--- config.mk ---
export PLATFORM = sky130hd
export DESIGN_NAME = arm_pipelined_cond_unit
export DESIGN_NICKNAME = d
export VERILOG_FILES = /design/src/rtl/arm_pipelined_cond_unit.sv
export SDC_FILE = /design/constraint.sdc
export NUM_CORES = 1
export LEC_CHECK = 0
export ABC_CLOCK_PERIOD_IN_PS = 2600
export BUFFER_PORTS_ARGS = -buffer_cell sky130_fd_sc_hd__buf_2
export CORE_AREA = 2 2 39 41
export CTS_CLUSTER_SIZE = 24
export DETAILED_ROUTE_END_ITERATION = 10
export DIE_AREA = 0 0 41 43
export GPL_TIMING_DRIVEN = 0
export HOLD_SLACK_MARGIN = 0.05
export PLACE_DENSITY = 0.67
export SYNTH_ARGS = -nofsm -noshare
export SYNTH_HDL_FRONTEND = slang
export SYNTH_SLANG_ARGS = --single-unit
--- constraint.sdc ---
create_clock -name i_CLK -period 2.6 [get_ports i_CLK]
set_input_delay 0.52 -clock i_CLK [delete_from_list [all_inputs] [get_ports i_CLK]]
set_output_delay 0.52 -clock i_CLK [all_outputs]
set_load 0.02 [all_outputs]
--- src/rtl/arm_pipelined_cond_unit.sv ---
// arm_pipelined_cond_unit: Execute-stage NZCV flag register, condition check and control gating
module arm_pipelined_cond_unit #(
  parameter int FlagWidth = 4,
  parameter int CondWidth = 4
) (
  input  logic                 i_CLK,
  input  logic                 i_RESET,
  input  logic                 i_Valid_E,
  input  logic                 i_Stall_E,
  input  logic [CondWidth-1:0] i_Cond_E,
  input  logic [FlagWidth-1:0] i_ALU_Flags,
  input  logic [1:0]           i_Flag_Write_E,
  input  logic                 i_Reg_Write_E,
  input  logic                 i_Mem_Write_E,
  input  logic                 i_PC_Src_E,
  input  logic                 i_Branch_E,
  output logic                 o_Cond_Ex,
  output logic                 o_Reg_Write,
  output logic                 o_Mem_Write,
  output logic                 o_PC_Src,
  output logic                 o_Branch_Taken,
  output logic [FlagWidth-1:0] o_Flags
);
  logic [FlagWidth-1:0] flags;
  logic n, z, c, v, base, pass;
  assign {n, z, c, v} = flags;
  // odd condition codes are the complement of the even code below them; AL/NV pair this way too
  always_comb begin
    base = i_Cond_E[3:1] == 3'd0 ? z :
           i_Cond_E[3:1] == 3'd1 ? c :
           i_Cond_E[3:1] == 3'd2 ? n :
           i_Cond_E[3:1] == 3'd3 ? v :
           i_Cond_E[3:1] == 3'd4 ? c & !z :
           i_Cond_E[3:1] == 3'd5 ? n == v :
           i_Cond_E[3:1] == 3'd6 ? !z & (n == v) : 1'b1;
    pass = base ^ i_Cond_E[0];
  end
  assign o_Cond_Ex      = pass & i_Valid_E;
  assign o_Reg_Write    = i_Reg_Write_E & o_Cond_Ex;
  assign o_Mem_Write    = i_Mem_Write_E & o_Cond_Ex;
  assign o_PC_Src       = i_PC_Src_E & o_Cond_Ex;
  assign o_Branch_Taken = i_Branch_E & o_Cond_Ex;
  assign o_Flags        = flags;
  // commit N,Z and C,V halves independently for executing, unstalled instructions
  always_ff @(posedge i_CLK) begin
    if (i_RESET) flags <= '0;
    else if (!i_Stall_E && o_Cond_Ex) begin
      if (i_Flag_Write_E[1]) flags[3:2] <= i_ALU_Flags[3:2];
      if (i_Flag_Write_E[0]) flags[1:0] <= i_ALU_Flags[1:0];
    end
  end
endmodule

Word-level counts from Yosys, hierarchy flattened --
Cells that the tools add are included.
Word-level totals: output and inout port bits 9, logic and storage cells 30, input bits 18, flip-flop bits (word level) 4
Cells by class: eq/ne operators 7, mux-type cells 7, bitwise operators 8, reductions and logical operators 6
Operators by type and width (number):
- equality test 3 bit, second input constant | 3
- bitwise AND 1 bit | 7
- 2-to-1 mux 1 bit | 7
- equality test 3 x 2 -> 1 bit, second input constant | 2
- AND reduction 2 bit | 2
- equality test 3 x 1 -> 1 bit, second input constant | 1
- zero test 3 bit | 1
- zero test 1 bit | 2
- equality test 1 bit | 1
- logical AND 1 bit | 1
- XOR 1 bit | 1

Depth between registers and ports, before layout --
Gate-level depths: netlist (run 1).
depth in word-level cells 13, mapped depth 6, depth with buffers taken out 6

Least setup slack after synthesis (run 1) --
OpenSTA, ideal clock, no wires.
path kind input-to-output, from input port i_Cond_E[1], to output port o_Branch_Taken, cell stages on the path 5, slack 154 ps, required time 2080 ps, arrival 1926 ps, path buffers 0, cell sequence or4b_1 a41oi_1 nor2_1 xnor2_1 and3_1
On the way: cells in the longest elaborated chain, start to end 11, elaborated cells on any way between the ends 17, those cells by class 6 x eq/ne; 7 x mux; 3 x bitwise; 1 x reduce/logical
RTL lines:
- start: declaration | line 10 | input logic [CondWidth-1:0] i_Cond_E,
- equality test 3 bit | line 35 | i_Cond_E[3:1] == 3'd6 ? !z & (n == v) : 1'b1;
- 2-to-1 mux 1 bit | line 35
- 2-to-1 mux 1 bit | line 34 | i_Cond_E[3:1] == 3'd5 ? n == v :
- 2-to-1 mux 1 bit | line 33 | i_Cond_E[3:1] == 3'd4 ? c & !z :
- 2-to-1 mux 1 bit | line 32 | i_Cond_E[3:1] == 3'd3 ? v :
- 2-to-1 mux 1 bit | line 31 | i_Cond_E[3:1] == 3'd2 ? n :
- 2-to-1 mux 1 bit | line 30 | i_Cond_E[3:1] == 3'd1 ? c :
- 2-to-1 mux 1 bit (*) | line 29 | base = i_Cond_E[3:1] == 3'd0 ? z :
- XOR 1 bit (*) | line 36 | pass = base ^ i_Cond_E[0];
- bitwise AND 1 bit (*) | line 38 | assign o_Cond_Ex = pass & i_Valid_E;
- bitwise AND 1 bit (*) | line 42 | assign o_Branch_Taken = i_Branch_E & o_Cond_Ex;
- end: declaration | line 21 | output logic o_Branch_Taken,
Every way passes the cells marked *; elsewhere a longest branch is shown, timed or not.

Final worst setup path (run 1) --
from input port i_Cond_E[1], to output port o_Mem_Write
On the way: cells in the longest elaborated chain, start to end 11, elaborated cells on any way between the ends 17, those cells by class 6 x eq/ne; 7 x mux; 3 x bitwise; 1 x reduce/logical
RTL lines:
- equality test 3 bit | line 35
- 2-to-1 mux 1 bit | line 35
- 2-to-1 mux 1 bit | line 34
- 2-to-1 mux 1 bit | line 33
- 2-to-1 mux 1 bit | line 32
- 2-to-1 mux 1 bit | line 31
- 2-to-1 mux 1 bit | line 30
- 2-to-1 mux 1 bit (*) | line 29
- XOR 1 bit (*) | line 36
- bitwise AND 1 bit (*) | line 38
- bitwise AND 1 bit (*) | line 40 | assign o_Mem_Write = i_Mem_Write_E & o_Cond_Ex;
- end: declaration | line 19 | output logic o_Mem_Write,
Marked as above.

==> results of run 1 <==
[metrics by stage]
stage | worst slack [ps] | power (mW) | hold WS (ps)
2_1_floorplan | 154 | 0.0990 | 564
3_3_place_gp | -124 | 0.124 | 501
3_5_place_dp | -174 | 0.125 | 506
4_1_cts | 0.480 | 0.208 | 513
5_1_grt | 10.1 | 0.230 | 561
6_report | 54.0 | 0.216 | 510
[Yosys cell counts]
cell type	number
a41oi_1	1
a221oi_2	1
nor4b_1	1
and2_1	1
nand2b_1	11
or4_1	2
and3_1	4
nor2b_1	2
mux2i_1	4
mux2_4	1
or4b_1	1
nand2_1	2
xnor2_1	2
o31ai_2	2
o21ai_0	1
dfxtp_1	4
nor2_1	1
[tightest hold or removal path, delay by kind of cell (launching register included)]
kind | cells | cell delay (ps)
DFF | 1 | 320
and+or+nand+nor | 1 | 80
muxes | 1 | 60
[path summary, 6_finish.rpt]
| check | from | end | slack (ps) | depth (start not counted) |
|---|---|---|---|---|
| worst max register to register | o_Flags[0]$_SDFFE_PP0P_ | o_Flags[0]$_SDFFE_PP0P_ | 500 | 7 |
| worst max-delay path | i_Cond_E[1] | o_Mem_Write | 50 | 7 |
| worst min-delay path | o_Flags[1]$_SDFFE_PP0P_ | o_Flags[1]$_SDFFE_PP0P_ | 510 | 2 |
| worst min register to register | o_Flags[1]$_SDFFE_PP0P_ | o_Flags[1]$_SDFFE_PP0P_ | 510 | 2 |
[layout make-up]
cell class                 instances  area share (%)
tap                               16            3.21
timing repair buffer              28            26.9
clock buffer                       3            3.61
sequential                         4            12.9
multi-input combinational         37            53.4
[power breakdown]
part           total, mW  switching [mW]  internal, mW
Combinational     0.0755          0.0364        0.0391
Clock             0.0756          0.0241        0.0515
Sequential        0.0653         0.00198        0.0634
[cells in the final DEF, fill, tap and decap left out]
master	count
nor4b_2	1
a221oi_2	1
and3_4	1
or4b_4	1
nand2b_1	11
buf_4	6
and3_1	3
o31ai_2	2
nor2_4	1
mux2i_1	4
and2_1	1
clkbuf_4	3
buf_2	20
mux2_4	1
buf_6	2
xnor2_1	1
a41oi_4	1
nand2_1	2
nor2b_1	2
o21ai_0	1
xnor2_2	1
dfxtp_1	4
or4_1	2
[routing by layer]
metal	vias up	track usage, %
li1	216	-
met1	187	13.9
met2	13	20.3
met3	0	6.28
met4	0	0
met5	-	0
[repair_timing]
action                                  4_1_cts  5_1_grt
pin swaps                                     2        5
endpoints found under the hold margin         0        0
endpoints found under the setup margin        5        5
setup buffers                                 0        2
resized for setup                             3       14
gates cloned                                  0        0
hold buffers                                  0        0
[cells by family (layout without fill, tap and decap cells)]
| logic type | Yosys count | count (layout) |
|---|---|---|
| multiplexers | 5 | 5 |
| XOR/XNOR | 2 | 2 |
| buffers and inverters | 0 | 31 |
| flip-flops | 4 | 4 |
| AO/OA/AOI/OAI | 5 | 5 |
| AND/OR/NAND/NOR | 25 | 25 |
==> results.md, run 1 <==
* Period utilization at 97.9%
* Pin count of the biggest net entering global routing at 9
* Sequential-to-total area share from yosys stat at 22.0%
* Post-synthesis adder-cell area fraction at 0%
* Cell variety after synth at 17
* Outcome: complete, no violations
* I/O Pins at 27
* Reg area at 80.1 sq um
* Leak Pwr at 0.282 nW
* Synthesized area at 364 sq um
* Setup-failing EPs final at 0
* Post-Syn Instances at 41
* Clk_lat worst skew at 230 ps
* GR Util All Layers at 12.1%
* DR iter-0 viols at 0
* Metal3 WL at 64 um
* Critical Path AT at 2030 ps
* Post-synthesis xor/xnor area fraction at 4.81%
* Slew of the pin with the lowest slew margin at 461 ps
* Post-DR wirelength/cell at 10.7 um
* Largest family of logic cells by synthesized area: simple AND/OR/NAND/NOR gates
* Post-Synthesis Net Count at 59
* Share of cells above drive strength 1 at 56.9%
* Multiplexer share of the synthesized area at 15.1%
* Worst hold-check path type: reg2reg
* Slew Limit Headroom at 69.2%
* WP buf/inv at 2
* Final Slew Violations at 0
* Setup Total Neg Slack at 0 ps
* Critical Path Source Type: input pin
* Cell Chain, Critical Path: buf_4 -> or4b_4 -> a41oi_4 -> nor2_4 -> xnor2_2 -> and3_4 -> buf_6
* Top post-synthesis cells by area: dfxtp_1, nand2b_1, mux2i_1
* Chip width at 41 um
* CTS tree: built
* CP required at 2080 ps
* Max Clock Skew at 2.77 ps
* CTS Buffer Depth at 2
* Floorplan row count at 14
* Total grt overflow at 0
* Cell area after placement at 514 sq um
* Buffers on Ports at 26
* WS Path Type: in2out
* PwrDens at 347 nW/um^2
* Layout Utilization at 45.0%
* Area growth syn-to-layout at 71.1%
* Synth warnings at 0
* Clock sink count at 4
* Worst-path maximum fanout at 6
* Wl on met1 at 379 um
* Die H at 43 um
* Multi-input logic area at 333 sq um
* Effective utilization at floorplan at 26.3%
* GPL Wtd Cong at 0.662
* Initial antenna violation count at 0
* Filler cell count at 140
* TritonCTS buffer count at 3
* Max FFs per register at 4
* Top Layer Used: met3
* Detail Route Antenna Nets at 0
* Core ar. at 1380 sq um
* RSZ-0062 raised after global routing: no
* DP Cell Count at 83
* Via-to-Cell Ratio at 4.73
* MaxCap Viol Count at 0
* Max Freq at 0.393 GHz
* DR vias at 416
* Hold Fails Final Rpt at 0
* N_diodes at 0
* Clock transition at path regs at 40 ps
* Synthesized flop and latch total at 4
* Final Cell Area at 623 sq um
* Post-route insts no fill at 88
* Synth area leader: dfxtp_1
* Max VDD drop at 0.293 mV
* Max H-tree Level at 1
* Worst setup EP type: output pin
* Max stage delay on crit path at 490 ps
* DIE AREA at 1760 sq um
* Detailed Route WL at 942 um
* Cell family with most CP delay: simple AND/OR/NAND/NOR gates
* Worst path slowest cell: or4b_4
* Vias in the first global route at 380
* Simple-Gate Fraction of Synth Area at 43.3%
* Fin nets at 92
* Met2 Routed Length at 498 um
* Pre-antenna DRT Iters at 1
* Root Driver: clkbuf_4
* Global-route wire length before repair at 1.47 mm
* Syn_area_per_cell at 8.88 sq um
* Post-synthesis compound-gate area fraction at 14.8%
* Fin crit period at 2550 ps
* # DRC at 0
* Yosys top cell area share at 22.0%
Note: power is estimated with default switching activity, not from simulation.
==> run 2, diff against run 1 <==
--- a/config.mk
+++ b/config.mk
@@ -5,7 +5,6 @@
 export SDC_FILE = /design/constraint.sdc
 export NUM_CORES = 1
 export LEC_CHECK = 0
-export ABC_CLOCK_PERIOD_IN_PS = 2600
 export BUFFER_PORTS_ARGS = -buffer_cell sky130_fd_sc_hd__buf_2
 export CORE_AREA = 2 2 39 41
 export CTS_CLUSTER_SIZE = 24
==> constraint.sdc (replaced) <==
create_clock -name i_CLK -period 2.7 [get_ports i_CLK]
set_input_delay 0.54 -clock i_CLK [delete_from_list [all_inputs] [get_ports i_CLK]]
set_output_delay 0.54 -clock i_CLK [all_outputs]
set_load 0.02 [all_outputs]
==> run 2 against run 1 <==
Flip-flop and latch count did not move; sequential share of layout area rose by 0.94 points; largest cell class unchanged; design area fell by 6.8%; non-clock buffer count fell by 1.
==> results.md, run 2 (synthesis gave the netlist of run 1 again) <==
* Outcome: complete, no violations
* Critical Path Source Type: input pin
* Fin nets at 91 (-1.1%)
* DP Cell Count at 83 (unchanged)
* Buffers on Ports at 26 (unchanged)
* Die H at 43 um (unchanged)
* Pre-antenna DRT Iters at 1 (unchanged)
* Pin count of the biggest net entering global routing at 9 (unchanged)
* Total grt overflow at 0 (unchanged)
* Slew Limit Headroom at 69.2% (about the same)
* Critical Path AT at 2090 ps (+60 ps)
* Detailed Route WL at 928 um (-1.5%)
* Share of cells above drive strength 1 at 53.5% (-3.4 points)
* Initial antenna violation count at 0 (unchanged)
* GPL Wtd Cong at 0.662 (unchanged)
* WS Path Type: in2out
* Root Driver: clkbuf_4
* Chip width at 41 um (unchanged)
* CTS Buffer Depth at 2 (unchanged)
* Vias in the first global route at 378 (-0.53%)
* Leak Pwr at 0.272 nW (-3.7%)
* Max H-tree Level at 1 (unchanged)
* Worst-path maximum fanout at 6 (unchanged)
* Core ar. at 1380 sq um (unchanged)
* Max stage delay on crit path at 520 ps (+30 ps)
* Clock sink count at 4 (unchanged)
* Max Clock Skew at 2.77 ps (unchanged)
* Most used cell, CP: buf_2
* Max Freq at 0.380 GHz
* I/O Pins at 27 (unchanged)
* GR Util All Layers at 12.0% (-0.10 points)
* Worst setup EP type: output pin
* Setup Total Neg Slack at 0 ps (unchanged)
* DIE AREA at 1760 sq um (unchanged)
* RSZ-0062 raised after global routing: no
* Final Slew Violations at 0 (unchanged)
* DR vias at 412 (-0.96%)
* Period utilization at 97.6%
* Detail Route Antenna Nets at 0 (unchanged)
* Post-DR wirelength/cell at 10.7 um (-0.35%)
* TritonCTS buffer count at 3 (unchanged)
* Effective utilization at floorplan at 26.3% (unchanged)
* Power Total at 200 uW (-7.4%)
* Area growth syn-to-layout at 59.5%
* Fin crit period at 2630 ps
* Most common cell after layout, fill and taps aside: buf_2
* Global-route wire length before repair at 1.46 mm (-0.95%)
* Layout Utilization at 42.0% (-3.1 points)
* Max FFs per register at 4 (unchanged)
* Slew of the pin with the lowest slew margin at 461 ps (-0.510 ps)
* Most frequent cells in the layout: buf_2, nand2b_1
* DR iter-0 viols at 0 (unchanged)
* # DRC at 0 (unchanged)
* MaxCap Viol Count at 0 (unchanged)
* Worst path slowest cell: or4b_1
* Floorplan row count at 14 (unchanged)
* CTS tree: built
* PwrDens at 345 nW/um^2 (-0.65%)
* Clock transition at path regs at 40 ps (about the same)
* Clk_lat worst skew at 230 ps (about the same)
* Cell Chain, Critical Path: buf_2 -> or4b_1 -> a41oi_2 -> nor2_4 -> xnor2_2 -> and3_1 -> buf_2
* Max VDD drop at 0.282 mV (-3.7%)
* Worst hold-check path type: reg2reg
* CP required at 2160 ps (+80 ps)
* Setup-failing EPs final at 0 (unchanged)
* N_diodes at 0 (unchanged)
* Post-route insts no fill at 87 (-1.1%)
* Hold Fails Final Rpt at 0 (unchanged)
* Via-to-Cell Ratio at 4.74 (+0.18%)
==> run 2: cell count changes in the layout (fill, tap and decap cells not counted), sizes merged <==
cell and delta:
buf -1
==> run 2: report_power, final <==
part / switching, mW / internal [mW]
Clock: 0.0232 / 0.0496
Sequential: 0.00188 / 0.0610
Combinational: 0.0328 / 0.0319
Total: 0.0578 / 0.143
==> run 2: routing by layer <==
layer	vias to the layer above	GRT usage, %	routed length [um]	part of all wire (%)
met4	0	0	0	0
met2	13	20.3	483	52
met3	0	6.28	64	6.9
met1	186	13.6	380	41
met5	-	0	0	0
li1	213	-	-	-
==> run 2: through the flow <==
stage | instance area [sq um] | setup slack, ps | hold WS [ps]
floorplan | 364 | 214 | 564
global placement | 514 | -64.0 | 501
detailed placement | 514 | -114 | 506
CTS | 554 | 44.3 | 513
global route | 581 | 14.1 | 560
finish | 581 | 65.8 | 509
==> run 2: worst paths after layout <==
| check | start | to | slack, ps | cells past startpoint |
|---|---|---|---|---|
| worst max-delay path | i_Cond_E[1] | o_Branch_Taken | 70 | 7 |
| worst min register to register | o_Flags[1]$_SDFFE_PP0P_ | o_Flags[1]$_SDFFE_PP0P_ | 510 | 2 |
| worst max register to register | o_Flags[0]$_SDFFE_PP0P_ | o_Flags[0]$_SDFFE_PP0P_ | 630 | 7 |
| worst min-delay path | o_Flags[1]$_SDFFE_PP0P_ | o_Flags[1]$_SDFFE_PP0P_ | 510 | 2 |
==> run 2: what timing repair did <==
item                                   4_1_cts  5_1_grt
hold buffers                                 0        0
pin swaps                                    0        4
gates resized for setup                      3        5
endpoints found under the hold margin        0        0
setup buffers                                0        1
setup endpoints to repair                    5        5
==> run 2: layout make-up <==
cell class | instances | area [sq um]
clock buffers | 3 | 22.5
multi-input cells | 37 | 313
fillers | 144 | 803
flip-flops and latches | 4 | 80.1
repair buffers | 27 | 145
well taps | 16 | 20.0
==> run 2: worst max-delay path, delay by kind of cell <==
kind                   cells  cell delay (ps)
AND/OR/NAND/NOR            3              780
buffers and inverters      2              290
AO/OA/AOI/OAI              1              240
XOR/XNOR                   1              240
==> run 3, diff against run 2 <==
--- a/config.mk
+++ b/config.mk
@@ -13,6 +13,7 @@
 export GPL_TIMING_DRIVEN = 0
 export HOLD_SLACK_MARGIN = 0.05
 export PLACE_DENSITY = 0.67
+export RECOVER_POWER = 25
 export SYNTH_ARGS = -nofsm -noshare
 export SYNTH_HDL_FRONTEND = slang
 export SYNTH_SLANG_ARGS = --single-unit
==> run 3 against run 2 <==
Design area shrank 0.65%; highest routed layer unchanged; first-iteration DRC count is the same; via count is the same; critical path type unchanged; critical endpoint unchanged.
==> results.md, run 3 (synthesis gave the netlist of run 1 again) <==
* Critical Path AT at 2090 ps (about the same)
* Worst-path maximum fanout at 6 (unchanged)
* Chip width at 41 um (unchanged)
* Pin count of the biggest net entering global routing at 9 (unchanged)
* Initial antenna violation count at 0 (unchanged)
* # DRC at 0 (unchanged)
* Vias in the first global route at 378 (unchanged)
* Post-route insts no fill at 87 (unchanged)
* Reg2Reg Launch Point: o_Flags[0]$_SDFFE_PP0P_
* Hold Fails Final Rpt at 0 (unchanged)
* Outcome: complete, no violations
* Clock transition at path regs at 40 ps (about the same)
* FF-to-FF path depth at 7 (unchanged)
* Max VDD drop at 0.282 mV (about the same)
* Global-route wire length before repair at 1.46 mm (unchanged)
* Core ar. at 1380 sq um (unchanged)
* DIE AREA at 1760 sq um (unchanged)
* Worst path slowest cell: or4b_1
* Sw Pwr at 57.9 uW (about the same)
* Effective utilization at floorplan at 26.3% (unchanged)
* Pre-antenna DRT Iters at 1 (unchanged)
* Die H at 43 um (unchanged)
* Leak Pwr at 0.259 nW (-4.8%)
* I/O Pins at 27 (unchanged)
* Flop pwr share at 31.4% (about the same)
* Post-DR wirelength/cell at 10.7 um (+0.11%)
* Hold path cells at 2 (unchanged)
* Comb pwr share at 32.2% (about the same)
* Clock sink count at 4 (unchanged)
* Most frequent cells in the layout: buf_2, nand2b_1
* Sw frac at 28.9% (+0.064 points)
* Most common cell after layout, fill and taps aside: buf_2
* Floorplan row count at 14 (unchanged)
* Setup Total Neg Slack at 0 ps (unchanged)
* DR vias at 412 (unchanged)
* Detailed Route WL at 929 um (+0.11%)
* N_diodes at 0 (unchanged)
* Fin crit period at 2630 ps (+0.0908 ps)
* Max Clock Skew at 2.77 ps (unchanged)
* Slew of the pin with the lowest slew margin at 461 ps (unchanged)
* CTS Buffer Depth at 2 (unchanged)
* Worst setup EP type: output pin
* Area growth syn-to-layout at 58.4%
* GPL Wtd Cong at 0.662 (unchanged)
* PwrDens at 347 nW/um^2 (+0.52%)
* CP Launch Point: i_Cond_E[1]
* Fin nets at 91 (unchanged)
* Slew Limit Headroom at 69.2% (unchanged)
* DR iter-0 viols at 0 (unchanged)
* WS Path Type: in2out
* GR Util All Layers at 12.0% (unchanged)
* MaxCap Viol Count at 0 (unchanged)
* WP buf/inv at 2 (unchanged)
* Worst hold-check path type: reg2reg
* CTS tree: built
* CP required at 2160 ps (about the same)
* Total grt overflow at 0 (unchanged)
* CTS Hold Bufs at 0 (unchanged)
* Reg area at 80.1 sq um (unchanged)
* Final Slew Violations at 0 (unchanged)
* DP Cell Count at 83 (unchanged)
* RSZ-0062 raised after global routing: no
* Share of cells above drive strength 1 at 49.3% (-4.2 points)
* Max H-tree Level at 1 (unchanged)
* Most used cell, CP: buf_2
* Clock Power Share at 36.4% (about the same)
* Cell family with most CP delay: simple AND/OR/NAND/NOR gates
* FF-to-FF setup slack at 630 ps (about the same)
* Worst Hold Launch: o_Flags[1]$_SDFFE_PP0P_
* Power Total at 200 uW (-0.13%)
* Cell Chain, Critical Path: buf_2 -> or4b_1 -> a41oi_2 -> nor2_4 -> xnor2_2 -> and3_1 -> buf_2
* P_int at 142 uW (-0.22%)
* Detail Route Antenna Nets at 0 (unchanged)
* Post-place setup slack at -114 ps (unchanged)
* Clk_lat worst skew at 230 ps (about the same)
* Via-to-Cell Ratio at 4.74 (unchanged)
* Critical Path Source Type: input pin
* Max stage delay on crit path at 520 ps (about the same)
* Hold endpoint: o_Flags[1]$_SDFFE_PP0P_
* Multi-input logic area at 313 sq um (unchanged)
* Max FFs per register at 4 (unchanged)
* Period utilization at 97.6% (about the same)
* Buffers on Ports at 26 (unchanged)
* Setup ws final at 65.7 ps (-0.0908 ps)
* TritonCTS buffer count at 3 (unchanged)
* Filler cell count at 146 (+1.4%)
* Worst r2r dst: o_Flags[0]$_SDFFE_PP0P_
* Setup-failing EPs final at 0 (unchanged)
* Root Driver: clkbuf_4
* Max Freq at 0.380 GHz (about the same)
-- run 3: changes by cell type in the layout (fill, tap and decap cells not counted) --
cell / delta
buf_2: -3
clkbuf_1: +3
-- run 3: power by group through the flow --
stage / clock [mW] / combinational [mW] / sequential [mW]
3_3_place_gp: 0 / 0.0556 / 0.0637
6_report: 0.0728 / 0.0644 / 0.0629
2_1_floorplan: 0 / 0.0300 / 0.0653
5_1_grt: 0.0802 / 0.0700 / 0.0632
3_5_place_dp: 0 / 0.0570 / 0.0638
4_1_cts: 0.0767 / 0.0604 / 0.0629
-- run 3: worst max-delay path by stage --
stage               cells after the start  slack [ps]              to
detailed placement                      7        -110     o_Mem_Write
CTS                                     7          40        o_PC_Src
global route                            7          10  o_Branch_Taken
finish                                  7          70  o_Branch_Taken
global placement                        7         -60  o_Branch_Taken
floorplan                               5         210  o_Branch_Taken
-- run 3: worst reg2reg max path: stages (launching register included) --
cell and delay [ps]:
dfxtp_1 340, mux2_4 270, a221oi_2 260, a41oi_2 90, buf_4 170, or4_1 540, o31ai_2 110, mux2i_1 210
-- run 3: through the flow --
step	hold WS, ps	util [%]	area [sq um]
2_1_floorplan	564	-	364
5_1_grt	563	41.7	577
3_3_place_gp	501	37.2	514
4_1_cts	513	40.1	554
6_report	512	41.7	577
3_5_place_dp	506	37.2	514
-- run 3: layer usage --
layer / global-route usage, % / part of all wire, %
met1: 13.6 / 41
met2: 20.3 / 52
met3: 6.28 / 6.7
met4: 0 / 0
met5: 0 / 0
-- run 3: what timing repair did --
action | 4_1_cts | 5_1_grt
pin swaps | 0 | 4
gates cloned | 0 | 0
setup endpoints to repair | 5 | 5
resized for setup | 3 | 5
buffers inserted | 0 | 1
-- run 3: layout make-up --
class                           instances  area share [%]
Sequential cell                         4            13.9
Clock buffer                            3            3.90
Multi-Input combinational cell         37            54.2
Tap cell                               16            3.47
Timing Repair Buffer                   27            24.5
